### src/rtl/lc3_memaccess_fsm.sv
// rtl/lc3_memaccess_fsm.sv - LC3 memory-access stage sequencer with variable-latency bus and timeout abort
module lc3_memaccess_fsm #(
   parameter int TIMEOUT_CYCLES = 15
) (
   input  logic        clock,
   input  logic        reset,
   input  logic        mem_start,
   input  logic [15:0] IR_Exec,
   input  logic [15:0] M_Addr,
   input  logic [15:0] M_Data,
   input  logic [15:0] Data_dout,
   input  logic        complete_data,
   output logic [15:0] Data_addr,
   output logic [15:0] Data_din,
   output logic        Data_rd,
   output logic [1:0]  mem_state,
   output logic [15:0] memout,
   output logic        mem_busy,
   output logic        mem_done,
   output logic        mem_err
);

   typedef enum logic [1:0] {
      S_READ  = 2'd0,
      S_IND   = 2'd1,
      S_WRITE = 2'd2,
      S_IDLE  = 2'd3
   } state_t;

   localparam int CW = $clog2(TIMEOUT_CYCLES + 1);
   localparam logic [CW-1:0] LAST_WAIT = CW'(TIMEOUT_CYCLES - 1);

   state_t          r_state;
   logic [15:0]     r_addr;
   logic [15:0]     r_data;
   logic [15:0]     r_din;
   logic [15:0]     r_memout;
   logic            r_rd;
   logic            r_busy;
   logic            r_done;
   logic            r_err;
   logic            r_sti;
   logic [CW-1:0]   r_cnt;

   logic [3:0]      w_op;
   logic            w_unused_ir;

   assign w_op        = IR_Exec[15:12];
   assign w_unused_ir = ^IR_Exec[11:0];

   always_ff @(posedge clock) begin
      if (reset) begin
         r_state  <= S_IDLE;
         r_addr   <= 16'h0000;
         r_data   <= 16'h0000;
         r_din    <= 16'h0000;
         r_memout <= 16'h0000;
         r_rd     <= 1'b1;
         r_busy   <= 1'b0;
         r_done   <= 1'b0;
         r_err    <= 1'b0;
         r_sti    <= 1'b0;
         r_cnt    <= '0;
      end else begin
         r_done <= 1'b0;
         r_err  <= 1'b0;
         case (r_state)
            S_IDLE: begin
               if (mem_start) begin
                  r_data <= M_Data;
                  r_sti  <= (w_op == 4'b1011);
                  r_cnt  <= '0;
                  case (w_op)
                     4'b0010, 4'b0110: begin
                        r_state <= S_READ;
                        r_addr  <= M_Addr;
                        r_busy  <= 1'b1;
                     end
                     4'b1010, 4'b1011: begin
                        r_state <= S_IND;
                        r_addr  <= M_Addr;
                        r_busy  <= 1'b1;
                     end
                     4'b0011, 4'b0111: begin
                        r_state <= S_WRITE;
                        r_addr  <= M_Addr;
                        r_din   <= M_Data;
                        r_rd    <= 1'b0;
                        r_busy  <= 1'b1;
                     end
                     // non-memory opcode: acknowledge without touching the bus
                     default: r_done <= 1'b1;
                  endcase
               end
            end
            default: begin
               if (complete_data) begin
                  r_cnt <= '0;
                  if (r_state == S_IND) begin
                     r_addr <= Data_dout;
                     if (r_sti) begin
                        r_state <= S_WRITE;
                        r_din   <= r_data;
                        r_rd    <= 1'b0;
                     end else begin
                        r_state <= S_READ;
                     end
                  end else begin
                     if (r_state == S_READ) begin
                        r_memout <= Data_dout;
                     end
                     r_state <= S_IDLE;
                     r_addr  <= 16'h0000;
                     r_din   <= 16'h0000;
                     r_rd    <= 1'b1;
                     r_busy  <= 1'b0;
                     r_done  <= 1'b1;
                  end
               end else if (r_cnt == LAST_WAIT) begin
                  r_state <= S_IDLE;
                  r_addr  <= 16'h0000;
                  r_din   <= 16'h0000;
                  r_rd    <= 1'b1;
                  r_busy  <= 1'b0;
                  r_done  <= 1'b1;
                  r_err   <= 1'b1;
                  r_cnt   <= '0;
               end else begin
                  r_cnt <= r_cnt + CW'(1);
               end
            end
         endcase
      end
   end

   assign Data_addr = r_addr;
   assign Data_din  = r_din;
   assign Data_rd   = r_rd;
   assign mem_state = r_state;
   assign memout    = r_memout;
   assign mem_busy  = r_busy;
   assign mem_done  = r_done;
   assign mem_err   = r_err;

endmodule

### config.mk
export PLATFORM = sky130hd
export DESIGN_NAME = lc3_memaccess_fsm
export DESIGN_NICKNAME = d
export VERILOG_FILES = /design/src/rtl/lc3_memaccess_fsm.sv
export SDC_FILE = /design/constraint.sdc
export NUM_CORES = 1
export LEC_CHECK = 0
export CORE_UTILIZATION = 48
export CTS_CLUSTER_DIAMETER = 200
export DETAILED_ROUTE_END_ITERATION = 16
export PLACE_DENSITY = 0.88
export SKIP_CTS_REPAIR_TIMING = 1
export SLEW_MARGIN = 10
export SYNTH_ARGS = -nofsm -noshare
export SYNTH_HDL_FRONTEND = slang
export SYNTH_SLANG_ARGS = --single-unit
export TNS_END_PERCENT = 10
### constraint.sdc
create_clock -name clock -period 2.4 [get_ports clock]
set_clock_uncertainty 0.05 [all_clocks]
set_input_delay 0.24 -clock clock [delete_from_list [all_inputs] [get_ports clock]]
set_output_delay 0.24 -clock clock [all_outputs]
set_load 0.02 [all_outputs]
== Word level (Yosys, flattened, before mapping) ==
Cells that the tools add are included.
Cells by class
  add/sub/neg operators: 1
  eq/ne operators: 15
  multiplexer cells: 42
  bitwise logic cells: 2
  reduce and logical (&&, ||, !) cells: 13
Operators with widths (count)
  16-bit 2-to-1 mux: 12
  1-bit 2-to-1 mux: 19
  4-bit 2-to-1 mux: 4
  4-bit == test (second input constant): 3
  2-bit 2-to-1 mux: 6
  4-bit AND reduction: 3
  4-bit by 2-bit == test with 1-bit output (second input constant): 2
  4-bit by 3-bit == test with 1-bit output (second input constant): 2
  2-bit case mux with 3 select lines: 1
  3-bit AND reduction: 2
  2-bit OR reduction: 3
  6-bit OR reduction: 1
  4-bit by 1-bit adder with 4-bit output (second input constant): 1
  2-bit inequality test (second input constant): 2
  4-bit by 1-bit inequality test with 1-bit output (second input constant): 1
  4-bit by 3-bit inequality test with 1-bit output (second input constant): 1
  3-bit by 2-bit inequality test with 1-bit output (second input constant): 1
  3-bit nonzero test: 1
  3-bit OR reduction: 1
  2-bit by 1-bit == test with 1-bit output (second input constant): 1
  2-bit == test (second input constant): 1
  2-bit zero test: 1
  2-bit by 1-bit inequality test with 1-bit output (second input constant): 1
  1-bit NOT: 2
  2-bit AND reduction: 1
Storage, ports and cells
  register bits after elaboration: 75
  input bits: 68
  output and inout port bits: 54
  logic and storage cells: 84

== Longest topological paths before layout ==
  word-level depth: 5
  depth in mapped cells: 8
  gate-level depth less buffers: 6

== Worst setup path after synthesis ==
OpenSTA, ideal clock, no wires.
  path type: register -> register
  from: register r_state[1], in the netlist mem_state[1]
  to: register r_din[10], in the netlist Data_din[10]
  library setup time: 0.072 ns
  arrival: 1.445 ns
  required time: 2.278 ns
  setup slack: 0.833 ns
  stages on the path, launching flop included: 8
  buffers on the path: 3
  period minus slack after synthesis: 1.567 ns
  cells stage by stage: dfxtp_1 buf_6 nand2_1 o21bai_1 nand3_2 buf_6 buf_6 mux2i_1
On the way
  cells in the longest elaborated chain, start to end: 4
  elaborated cells between the ends (all ways): 10
  those cells by class: eq/ne: 5; mux: 3; reduce/logical: 2
RTL lines
  start, declared: RTL line 33  | state_t r_state;
  start signal, assigned: RTL line 53  | r_state <= S_IDLE;
  start signal, assigned: RTL line 75  | r_state <= S_READ;
  start signal, assigned: RTL line 80  | r_state <= S_IND;
  2-bit by 1-bit == test with 1-bit output: RTL line 99  | if (r_state == S_IND) begin
  16-bit 2-to-1 mux: RTL line 99
  16-bit 2-to-1 mux: RTL line 97  | if (complete_data) begin
  16-bit 2-to-1 mux: RTL line 67  | case (r_state)
  end signal, assigned: RTL line 87  | r_din <= M_Data;
  end signal, assigned: RTL line 103  | r_din <= r_data;
  end, declared: RTL line 36  | logic [15:0] r_din;
Several ways; a longest one is shown, not always the timed one.
A chain may end at the register's enable or synchronous reset.

== Worst setup path after layout ==
  from: register r_state[0], in the netlist mem_state[0]
  to: output port mem_state[0]
RTL lines
  end, declared: RTL line 16  | output logic [1:0] mem_state,
No word-level cell between the ends.

==> metrics.md <==
| Metric | Value |
|---|---|
| Worst path arrival time | `1.70 ns` |
| Max Clk Rate | `503.0 MHz` |
| Clock Tree Root | `clkbuf_8` |
| Dpl ws | `0.2933 ns` |
| Remaining DRCs | `0` |
| Clk slew on worst S/H paths | `0.07 ns` |
| Vias in the first global route | `3223` |
| M2 GR Usage | `42.35%` |
| Post-synthesis instance area | `3426 sq um` |
| CTS buffer count | `9` |
| Iteration-0 DRC Markers | `230` |
| Max cap viols | `0` |
| CP max FO | `20` |
| Placed insts | `635` |
| Peak VDD IR | `0.4989 mV` |
| Total power | `4.642 mW` |
| Status | `completed` |
| Area grow syn2layout | `36.74%` |
| Die height | `86.48 microns` |
| DIE WIDTH | `86.48 microns` |
| Total wire length | `9278 microns` |
| Worst path cell trace | `buf_4 > clkdlybuf4s50_1` |
| Ranking of synthesized cells by area | `dfxtp_1 44%, nand2_1 16%, a21oi_1 7.6%, o21ai_0 6.1%, mux2i_1 4.7%` |
| Final Instance Count excl. Fillers | `650` |
| Overflow after GRT | `0` |
| Met3 layer usage reported by global route | `3.810%` |
| Syn nets | `528` |
| Row cnt | `30` |
| Worst Setup End Kind | `output port` |
| Clock Latency Late Sink | `0.34 ns` |
| Fin util | `68.57%` |
| Final WS setup | `0.4119 ns` |
| Crit start category | `flip-flop` |
| Register bit total from synthesis | `75` |
| HP Class | `in -> reg` |
| Synth top area share | `43.83%` |
| Final Cycle Share | `82.84%` |
| CTS tree | `done` |
| Slew margin rel. | `51.42%` |
| Routed Antenna Nets | `0` |
| WL/cell | `14.27 microns` |
| H-tree Lvls | `3` |
| Antenna violations before repair | `0` |
| GP Congestion | `0.8328` |
| Crit path largest cell delay | `0.64 ns` |
| Antenna cells | `0` |
| Share of cells above drive strength 1 | `5.776%` |
| Initial Utilization | `50.15%` |
| CTS max path bufs | `2` |
| Largest net degree at the start of global routing | `67` |
| Kind of critical path | `reg -> out` |
| Final #Nets | `620` |
| Pins Over Slew Limit | `0` |
| Mapped Avg Cell Area | `7.480 sq um` |
| Core Box Area | `6832 sq um` |
| Yosys warnings | `0` |
| Seq/Total Area, Yosys | `43.83%` |
| Worst EP required | `2.11 ns` |
| Netlist cell types | `38` |
| Leading area contributor after synthesis | `dfxtp_1` |
| Fill count | `573` |
| Busiest grt layer | `met2` |
| Setup-failing EPs final | `0` |
| RSZ-0062 raised after global routing | `false` |
| Fin. Hold Viols | `0` |
| Setup TNS | `0 ns` |
| Die area | `7479 sq um` |
| Global-route met1 utilization | `32.77%` |
| Vias per cell | `5.254` |
| Post-route minimum period | `1.988 ns` |
| Via count | `3415` |
| Clk sinks | `75` |
| Gr usage total | `25.39%` |
| Pin slew with the least headroom to its limit | `0.7287 ns` |
| Leak | `1.791 nW` |
| First-pass GRT wire length | `14810 microns` |
| Mapped Cells | `458` |
| I/O Buffers | `109` |
| Critical Path Slowest Stage Cell | `clkdlybuf4s50_1` |
| I/O pins | `122` |
| Power Dens Cells | `991.0 nW/um^2` |
| DPL Wire Length | `6509 microns` |
| Drt pass-1 iters | `4` |
## per-layer routing
metal  part of all wire, %  wire, microns
met2                    50           4626
met5                     0              0
met1                    43           4016
met3                   5.0            466
met4                   1.8            169
## registers in the layout (all words and copies together), names as in the netlist
signal and count:
mem_done 1, Data_rd 1, Data_addr 16, memout 16
r_cnt 4, mem_err 1, Data_din 16, mem_busy 1
r_data 16, mem_state 2, r_sti 1
## power breakdown
group,internal (mW),switching (mW),total [mW]
clock network,0.393,0.425,0.818
logic,0.873,1.28,2.16
registers,1.51,0.162,1.67
total,2.77,1.87,4.64
## path summary, 6_finish.rpt
| path | to | slack (ns) | cells past startpoint | start |
|---|---|---|---|---|
| worst min-delay path | r_cnt[0]$_SDFFE_PP0P_ | 0.34 | 3 | reset |
| worst max-delay path | mem_state[0] | 0.41 | 2 | mem_state[0]$_SDFFE_PP1P_ |
| worst max register to register | memout[11]$_SDFFE_PP0P_ | 0.48 | 5 | mem_state[1]$_SDFFE_PP1P_ |
| worst min register to register | r_data[4]$_SDFFE_PP0P_ | 0.41 | 2 | r_data[4]$_SDFFE_PP0P_ |
## synthesized netlist by cell type, drive strengths merged
| master | count |
|---|---|
| nand2 | 150 |
| dfxtp | 75 |
| a21oi | 53 |
| o21ai | 51 |
| buf | 20 |
| clkbuf | 18 |
| nand2b | 17 |
| mux2i | 16 |
| nand4 | 16 |
| nor2 | 9 |
| nand3 | 6 |
| nor3 | 5 |
| a21o | 2 |
| a31oi | 2 |
| and3 | 2 |
| ha | 2 |
| nor2b | 2 |
| a211o | 1 |
| a211oi | 1 |
| a21boi | 1 |
| a2bb2oi | 1 |
| and2 | 1 |
| inv | 1 |
| nand3b | 1 |
| nor3b | 1 |
| o21a | 1 |
| o21bai | 1 |
| o221a | 1 |
| or3 | 1 |
## layout by cell type, fill, tap and decap left out, types with 9 or more instances in the layout
cell type        instances
nand2b_1                16
clkbuf_8                10
clkdlybuf4s50_1        108
o21ai_1                  9
a21oi_1                 52
nand2_1                150
dfxtp_1                 74
mux2i_1                 16
nand4_1                 16
buf_4                   10
o21ai_0                 42
## metrics by stage
| stage | hold slack [ns] | cell area [sq um] |
|---|---|---|
| finish | 0.3440 | 4684 |
| global route | 0.3737 | 4684 |
| CTS | 0.3361 | 4684 |
| detailed placement | 0.3965 | 4524 |
| global placement | 0.3913 | 4524 |
| floorplan | 0.3260 | 3426 |
## critical path: cells and delay by family (launching register included)
family   cells  cell delay, ns
flops        1            0.43
buf+inv      2            0.92
## area by class of cell
cell class                 count  area (sq um)  area share (%)
multi-input combinational    344          1737           37.07
sequential                    75          1503           32.08
timing repair buffer         119          1161           24.79
clock buffer                  12         145.1           3.098
tap                           96         120.1           2.564
clock inverter                 3         15.01          0.3205
inverter                       1         3.754         0.08013
## cell families (layout without fill, tap and decap cells)
logic type | after synthesis | after routing | share of synthesized area (%)
buffers and inverters | 39 | 135 | 5.478
muxes | 16 | 16 | 4.675
and+or+nand+nor | 211 | 211 | 27.32
DFF | 75 | 75 | 43.83
adders and majority gates | 2 | 2 | 0.7303
AOI/OAI and AO/OA | 115 | 115 | 17.97
Power figures use the tool's default switching activity.
